## config.mk

```make
export PLATFORM = sky130hd
export DESIGN_NAME = branch_resolve_unit
export DESIGN_NICKNAME = d
export VERILOG_FILES = /design/src/rtl/pipeline_pkg.sv /design/src/rtl/bht_2bit.sv /design/src/rtl/branch_resolve_unit.sv
export SDC_FILE = /design/constraint.sdc
export NUM_CORES = 1
export LEC_CHECK = 0
export ABC_AREA = 1
export CORE_ASPECT_RATIO = 1.1
export CORE_MARGIN = 2
export CORE_UTILIZATION = 58
export DETAILED_ROUTE_END_ITERATION = 10
export GPL_TIMING_DRIVEN = 0
export PLACE_DENSITY = 0.89
export SLEW_MARGIN = 25
export SYNTH_ARGS = -nofsm -noshare
export SYNTH_HDL_FRONTEND = slang
export SYNTH_SLANG_ARGS = --single-unit
export TNS_END_PERCENT = 1
```

## constraint.sdc

```tcl
create_clock -name clk -period 6.6 [get_ports clk]
set_input_delay 1.32 -clock clk [delete_from_list [all_inputs] [get_ports clk]]
set_output_delay 1.32 -clock clk [all_outputs]
set_load 0.05 [all_outputs]
```

## src/rtl/pipeline_pkg.sv

```systemverilog
// pipeline_pkg -- shared types and constants for the fetch/execute pipeline.
//   bru_state_t : branch resolve unit FSM state (IDLE / SHADOW)
//   bht_ctr_t   : 2-bit saturating predictor counter encoding
//   BHT_IDX_W   : default predictor index width (16 entries)
//   ctr_next()  : saturating counter update toward taken / not-taken
package pipeline_pkg;

  typedef enum logic {
    IDLE   = 1'b0,
    SHADOW = 1'b1
  } bru_state_t;

  typedef enum logic [1:0] {
    SNT = 2'b00,
    WNT = 2'b01,
    WT  = 2'b10,
    ST  = 2'b11
  } bht_ctr_t;

  localparam int unsigned BHT_IDX_W = 4;

  function automatic bht_ctr_t ctr_next(input bht_ctr_t c, input logic taken);
    bht_ctr_t n;
    n = c;
    if (taken) begin
      if (c != ST) n = bht_ctr_t'(c + 2'd1);
    end else begin
      if (c != SNT) n = bht_ctr_t'(c - 2'd1);
    end
    return n;
  endfunction

endpackage

```

## src/rtl/bht_2bit.sv

```systemverilog
// bht_2bit -- table of 2-bit saturating branch predictor counters.
//   clk, rst_n : clock, asynchronous active-low reset (all entries -> WNT)
//   rd_idx     : lookup index; rd_ctr is the combinational counter value
//   wr_en      : update the entry at wr_idx on the rising edge
//   wr_taken   : update direction (saturating increment when 1, decrement when 0)
// A read and write of the same index in one cycle returns the pre-update value.
module bht_2bit
  import pipeline_pkg::*;
#(
  parameter int unsigned ENTRIES = 16,
  parameter int unsigned IDX_W   = $clog2(ENTRIES)
) (
  input  logic             clk,
  input  logic             rst_n,
  input  logic [IDX_W-1:0] rd_idx,
  output bht_ctr_t         rd_ctr,
  input  logic             wr_en,
  input  logic [IDX_W-1:0] wr_idx,
  input  logic             wr_taken
);

  bht_ctr_t tbl [ENTRIES];

  always_ff @(posedge clk or negedge rst_n) begin
    if (!rst_n) begin
      for (int unsigned i = 0; i < ENTRIES; i++) tbl[i] <= WNT;
    end else if (wr_en) begin
      tbl[wr_idx] <= ctr_next(tbl[wr_idx], wr_taken);
    end
  end

  assign rd_ctr = tbl[rd_idx];

endmodule

```

## src/rtl/branch_resolve_unit.sv

```systemverilog
// branch_resolve_unit -- resolves branches/jumps in EX, redirects fetch on a
// misprediction and trains a 2-bit direction predictor.
//   clk, rst_n          : clock, asynchronous active-low reset
//   FetchPC / PredTaken : predictor lookup for the fetch stage
//   ExValid, ExStall    : EX occupancy and hold
//   ExIsBranch/Jal/Jalr : instruction class (JALR > JAL > Branch)
//   ExPC, ExImm, ExRs1  : operands for target computation
//   BranchTaken         : comparator result; ExPredTaken: carried prediction
//   Redirect/RedirectPC : fetch correction; FlushIFID/FlushIDEX: bubbles
//   MisalignErr         : taken target not word aligned
//   MispredCount        : saturating count of redirects and misalign errors
// After any redirect or misalign error the unit spends one SHADOW cycle
// (extended while ExStall is high) ignoring the wrong-path EX instruction.
module branch_resolve_unit
  import pipeline_pkg::*;
#(
  parameter int unsigned BHT_ENTRIES = 2 ** BHT_IDX_W
) (
  input  logic        clk,
  input  logic        rst_n,
  input  logic [31:0] FetchPC,
  output logic        PredTaken,
  input  logic        ExValid,
  input  logic        ExStall,
  input  logic        ExIsBranch,
  input  logic        ExIsJal,
  input  logic        ExIsJalr,
  input  logic [31:0] ExPC,
  input  logic [31:0] ExImm,
  input  logic [31:0] ExRs1,
  input  logic        BranchTaken,
  input  logic        ExPredTaken,
  output logic        Redirect,
  output logic [31:0] RedirectPC,
  output logic        FlushIFID,
  output logic        FlushIDEX,
  output logic        MisalignErr,
  output logic [31:0] MispredCount
);

  localparam int unsigned IDX_W = $clog2(BHT_ENTRIES);

  bru_state_t  state, state_nxt;
  bht_ctr_t    fetch_ctr;
  logic        resolve, is_jalr, is_jal, is_br;
  logic        taken, mispred, misalign, bht_we;
  logic [31:0] jalr_sum, target, fallthru;
  logic        unused_fetch_bits;

  assign unused_fetch_bits = ^{FetchPC[31:IDX_W+2], FetchPC[1:0]};

  always_comb begin
    resolve  = ExValid & ~ExStall & (state == IDLE) & rst_n;
    is_jalr  = ExIsJalr;
    is_jal   = ExIsJal & ~ExIsJalr;
    is_br    = ExIsBranch & ~ExIsJal & ~ExIsJalr;
    jalr_sum = ExRs1 + ExImm;
    target   = is_jalr ? {jalr_sum[31:1], 1'b0} : (ExPC + ExImm);
    fallthru = ExPC + 32'd4;
    taken    = is_jal | is_jalr | (is_br & BranchTaken);
    // Jumps are never predicted, so every resolved jump redirects.
    mispred  = is_jal | is_jalr | (is_br & (taken ^ ExPredTaken));
    misalign = taken & (target[1:0] != 2'b00);

    // A misaligned target suppresses the redirect but still flushes the
    // wrong-path instructions, even for a correctly predicted branch.
    Redirect    = resolve & mispred & ~misalign;
    MisalignErr = resolve & misalign;
    FlushIFID   = resolve & (mispred | misalign);
    FlushIDEX   = resolve & (mispred | misalign);
    RedirectPC  = resolve ? (taken ? target : fallthru) : '0;
    bht_we      = resolve & is_br & ~misalign;
  end

  always_comb begin
    state_nxt = state;
    case (state)
      IDLE:    if (Redirect | MisalignErr) state_nxt = SHADOW;
      SHADOW:  if (!ExStall) state_nxt = IDLE;
      default: state_nxt = IDLE;
    endcase
  end

  always_ff @(posedge clk or negedge rst_n) begin
    if (!rst_n) begin
      state        <= IDLE;
      MispredCount <= '0;
    end else begin
      state <= state_nxt;
      if ((Redirect | MisalignErr) && (MispredCount != '1))
        MispredCount <= MispredCount + 32'd1;
    end
  end

  bht_2bit #(
    .ENTRIES (BHT_ENTRIES),
    .IDX_W   (IDX_W)
  ) u_bht (
    .clk      (clk),
    .rst_n    (rst_n),
    .rd_idx   (FetchPC[IDX_W+1:2]),
    .rd_ctr   (fetch_ctr),
    .wr_en    (bht_we),
    .wr_idx   (ExPC[IDX_W+1:2]),
    .wr_taken (taken)
  );

  assign PredTaken = rst_n & fetch_ctr[1];

endmodule

```

# Word-level counts from Yosys, hierarchy flattened
# Cells that the tools add are included.
op_classes:
  addsub: 6
  n_lt_le_gt_ge: 3
  n_eq_ne: 2
  muxes: 19
  n_bitwise: 29
  reduce_logical: 4
ops:
  columns: ["operator", "n"]
  rows:
  - ["2-to-1 mux 32 bit", 3]
  - ["adder 32 bit", 2]
  - ["adder 32 x 1 -> 32 bit, second input constant", 1]
  - ["adder 32 x 3 -> 32 bit, second input constant", 1]
  - ["bitwise mux 32 bit", 1]
  - ["inequality test 32 bit, second input constant", 1]
  - ["2-to-1 mux 2 bit", 9]
  - ["AND 1 bit", 16]
  - ["binary-select mux 2 bit (select 4 bit)", 2]
  - [">= comparator 5 bit, second input constant", 2]
  - ["inverter 4 -> 5 bit", 2]
  - ["demux 2 bit (select 4 bit)", 1]
  - ["less-than comparator 5 x 1 -> 1 bit, second input constant", 1]
  - ["inverter 1 bit", 5]
  - ["OR 1 bit", 5]
  - ["nonzero test 2 bit", 2]
  - ["adder 2 x 1 -> 2 bit, second input constant", 1]
  - ["logical AND 1 bit", 2]
  - ["2-to-1 mux 1 bit", 2]
  - ["inequality test 2 bit, second input constant", 1]
  - ["one-hot mux 1 bit (2 select lines)", 1]
  - ["subtractor 2 x 1 -> 2 bit, second input constant", 1]
  - ["XOR 1 bit", 1]
totals:
  register_bits: 65
  in_bits: 137
  output_inout_bits: 69
  elab_cells: 81

# Depth between registers and ports, before layout
logic_depth:
  word_depth: 13
  ltp_mapped: 15
  depth_no_buf: 15

# Cells and area by module
# From an unflattened synthesis, not the netlist that was laid out.
hier_totals:
  hier_cells: 1720
  area_unflattened_um2: 9581.7
modules_own_cells:
  columns: ["mod", "n_inst", "cells_per_inst", "area_per_inst_um2", "seq_area_each_um2"]
  rows:
  - ["branch_resolve_unit", 1, 1384, 7452.1, 825.8]
  - ["bht_2bit", 1, 336, 2129.5, 820.8]

# Worst setup path before layout
# OpenSTA, ideal clock, no wires.
synth_timing:
  path_kind: "input-to-output"
  from: "in ExPC[0]"
  to: "out RedirectPC[20]"
  arrival_ns: 3.419
  required_time_ns: 5.280
  setup_slack_ns: 1.861
  path_stages: 14
  path_buffers: 0
  path_cell_list: "ha_1 inv_1 fa_1 inv_1 nand3_1 nand3_1 nand2_1 nand3_1 nand2_1 nand2_1 nand2_1 nand3_1 o21ai_0 a21oi_1"
synth_via:
  elab_chain_len: 4
  word_cells_on_any_way: 5
  classes_between: "add/sub: 2; mux: 3"
synth_rtl:
  columns: ["item", "line", "text"]
  rows:
  - ["from (decl)", "branch_resolve_unit.sv:28", "input logic [31:0] ExPC,"]
  - ["adder 32 bit", "branch_resolve_unit.sv:58", "target = is_jalr ? {jalr_sum[31:1], 1'b0} : (ExPC + ExImm);"]
  - ["2-to-1 mux 32 bit", "branch_resolve_unit.sv:58", null]
  - ["2-to-1 mux 32 bit * (2 in series)", "branch_resolve_unit.sv:71", "RedirectPC = resolve ? (taken ? target : fallthru) : '0;"]
  - ["to (decl)", "branch_resolve_unit.sv:34", "output logic [31:0] RedirectPC,"]
# Mark *: on every way between the ends. The rest lies on a longest branch, timed or not.

# Final worst setup path
layout_timing:
  from: "in ExImm[1]"
  to: "out RedirectPC[16]"
layout_via:
  elab_chain_len: 4
  word_cells_on_any_way: 5
  classes_between: "add/sub: 2; mux: 3"
layout_rtl:
  columns: ["item", "line", "text"]
  rows:
  - ["from (decl)", "branch_resolve_unit.sv:29", "input logic [31:0] ExImm,"]
  - ["adder 32 bit, on equally long branches", "branch_resolve_unit.sv:58, branch_resolve_unit.sv:57", null]
  - ["2-to-1 mux 32 bit *", "branch_resolve_unit.sv:58", null]
  - ["2-to-1 mux 32 bit * (2 in series)", "branch_resolve_unit.sv:71", null]
# Marks and branches as above.

==> results.cfg <==
[place]
place_ws_ns = 0.719
post_dp_cell_area_um2 = 12000
dp_hpwl_um = 31400
gp_congestion = 0.997
portBuffers = 176

[grt]
grt_antenna_before_repair = 0
grt_start_max_net_pins = 52
grt_pass1_vias = 12107
grt_pass1_wl_um = 63100
grt_usage_pct = 44.5
gr-total-overflow = 0

[setup_path]
rr_startpoint = MispredCount[0]$_DFFE_PN0P_
slowest_delay_ns = 0.87
end_kind = output pin
ff2ff_path_depth = 11
cp_cell_sequence = clkdlybuf4s50_1 > inv_1 > fa_1 > inv_1 > nand3_1 > nand3_1 > nand2_1 > a21oi_1 > o21bai_1 > nand3_1 > o21ai_0 > a21oi_1 > clkdlybuf4s50_1
critPathLaunch = ExImm[1]
critPathSlowestCell = clkdlybuf4s50_1
crit_fanout = 5
path_class = in -> out
cpMostUsedCell = nand3_1
r2r-end = MispredCount[28]$_DFFE_PN0P_
cp-endpoint = RedirectPC[16]
rrSetupSlack_ns = 4.29
worstPathRequired_ns = 5.28
cp.arrival_ns = 4.79
worstSetupStartpointType = input pin

[pwr]
clkPwrFrac_pct = 27.3
power_leakage_nw = 6.70
irDropWorstVdd_mv = 0.262
comb_power_share_pct = 48.2
p_sw_mw = 0.788
power_mw = 1.80
power_frac_seq_pct = 24.6
power.internal_mw = 1.02
power_density_nw_per_um2 = 147
sw_frac_of_total_pct = 43.7

[cells_and_area]
nNetsFinal = 2218
fin_area_um2 = 12300
diodes = 0
final_layout_size_suffix_gt1_share_pct = 4.76
fillerInstances = 1433
area_growth_pct = 23.5
multiInputGateArea_um2 = 6900
regArea_um2 = 1650

[clock_tree]
cts_buffer_depth = 2
clock_sinks = 65
hold_buffers = 0
htree_levels = 3
cts_root_buffer = clkbuf_16
cts_tree = yes
cts_resized = 0
clk_pin_slew_worst_paths_ns = 0.05
clkLatencyLatePin_ns = 0.34
numCtsBuffers = 9
post-cts-setup-buffers = 0

[floorplan]
dieArea_um2 = 18200
io_pins = 206
rows = 50
core_area_um2 = 16900
start_util_pct = 58.9
die-width_um = 129
die_h_um = 141

[logic_synthesis]
synth_area_leaders = nand2_1, dfrtp_1, inv_1, ha_1, nor2_1
synth_ff_type = dfrtp_1
ys_seq_elements = 65
synth_top_area_share_pct = 26.1
synth_edf_count = 0
syn_inst = 1825
synth_nets = 2030
ys_seq_area_share_pct = 16.5
yosys.area.top_type = nand2_1
syn_avg_cell_area_um2 = 5.45
netlist_area_um2 = 9950
async_flop_share_pct = 100
synth.distinct_cells = 49
synth_warnings = 0

[timing]
slew_violations = 0
layout_setup_ws_ns = 0.485
relSlewSlack_pct = 44.6
tightest_slew_ns = 0.831
clock_skew_ns = 0.00704
hold_viol_final = 0
whs_ns = 0.480
grt_setup_unrepaired = false
fmax_ghz = 0.164
post-route-period-util_pct = 92.6
min_period_ns = 6.11
final-setup-viol-count = 0

[route]
vias_per_cell = 5.90
drtIter0Drc = 1472
postRouteAntennaNets = 0
route.vias.total = 13137
drc = 0
wl_um = 41000
drt-pass1-iter-count = 6
wl_per_cell_um = 18.4

[hold_path]
hold_path_class = reg -> reg

[job]
max_cap_viol_count = 0

[status]
status = finished clean
==> synth_stat cells, types with 4 or more instances <==
cell      number
a21oi_1       89
buf_1          4
buf_4          6
clkbuf_1      11
dfrtp_1       49
dfstp_2       16
ha_1          66
inv_1        322
inv_2         12
nand2_1      691
nand2_2        4
nand3_1      125
nand3b_1       4
nand4_1       18
nor2_1       172
nor3_1        29
nor4_1         4
o21ai_0       56
o21ai_1       25
o21ai_2       10
o21bai_1       7
or2_2          9
xnor2_1       16
xor2_1        29
==> final cells by class <==
cell class                      instances  area share [%]
Tap cell                              208            2.12
Multi-Input combinational cell       1399            56.2
Clock buffer                           13            2.04
Buffer                                 27            1.22
Sequential cell                        65            13.4
Timing Repair Buffer                  177            14.5
Inverter                              334            10.2
Clock inverter                          3           0.326
==> layer usage <==
layer | up-vias | GRT usage, % | share of wire [%]
li1 | 6078 | - | -
met1 | 5766 | 52.7 | 36
met2 | 1028 | 72.8 | 44
met3 | 265 | 7.92 | 12
met4 | 0 | 31.4 | 8.7
met5 | - | 0 | 0
==> critical path: cells and delay by family <==
kind	cells	cell delay [ns]
AND/OR/NAND/NOR	4	0.54
AO/OA/AOI/OAI	4	0.76
buffers and inverters	4	1.73
adder cells (fa/ha/maj)	1	0.43
==> how the worst min path moves through the flow <==
stage,endpoint,cells after the start,from
global placement,u_bht.tbl[30]$_DFFE_PN1P_,2,u_bht.tbl[30]$_DFFE_PN1P_
CTS,u_bht.tbl[12]$_DFFE_PN1P_,2,u_bht.tbl[12]$_DFFE_PN1P_
finish,u_bht.tbl[12]$_DFFE_PN1P_,2,u_bht.tbl[12]$_DFFE_PN1P_
detailed placement,u_bht.tbl[12]$_DFFE_PN1P_,2,u_bht.tbl[12]$_DFFE_PN1P_
global route,u_bht.tbl[20]$_DFFE_PN1P_,2,u_bht.tbl[20]$_DFFE_PN1P_
floorplan,u_bht.tbl[30]$_DFFE_PN1P_,2,u_bht.tbl[30]$_DFFE_PN1P_
==> power by group through the flow <==
stage | clock [mW] | combinational, mW | sequential (mW)
6_report | 0.492 | 0.869 | 0.443
5_1_grt | 0.502 | 0.936 | 0.444
4_1_cts | 0.485 | 0.845 | 0.441
3_5_place_dp | 0 | 0.828 | 0.445
3_3_place_gp | 0 | 0.813 | 0.443
2_1_floorplan | 0 | 0.488 | 0.486
==> through the flow <==
step                      setup TNS [ns]  util, %  cells
after floorplan                        0        -   1825
after global placement            -37.71     70.9   2209
after detailed placement               0     71.0   2210
after CTS                              0     72.8   2226
after global routing                   0     72.8   2226
final                                  0     72.8   2226
==> cells in the final DEF, fill, tap and decap left out, drive strengths merged, types with 4 or more instances in the layout <==
master / Yosys / routed
nand3: 127 / 127
buf: 16 / 18
xnor2: 16 / 16
dfrtp: 49 / 49
nor4: 7 / 7
o21ai: 92 / 92
o21bai: 7 / 7
or2: 9 / 9
nand2: 696 / 696
nand3b: 4 / 4
clkdlybuf4s50: 0 / 175
a21oi: 89 / 89
inv: 334 / 334
clkbuf: 11 / 24
nor3: 34 / 34
dfstp: 16 / 16
xor2: 29 / 29
nand4: 19 / 19
ha: 66 / 66
nor2: 176 / 176
==> flip-flops by register name (all words and copies together), names as in the netlist <==
register,flops
MispredCount,32
state,1
u_bht.tbl,32
==> kinds of logic (layout without fill, tap and decap cells) <==
group	after synthesis	after routing	share of synthesized area, %
buf+inv	361	554	14.1
fa+ha+maj	68	68	8.70
xor+xnor	45	45	3.96
compound gates	206	206	11.5
flops	65	65	16.5
simple gates	1080	1080	45.2
(Power assumes the default switching activity.)
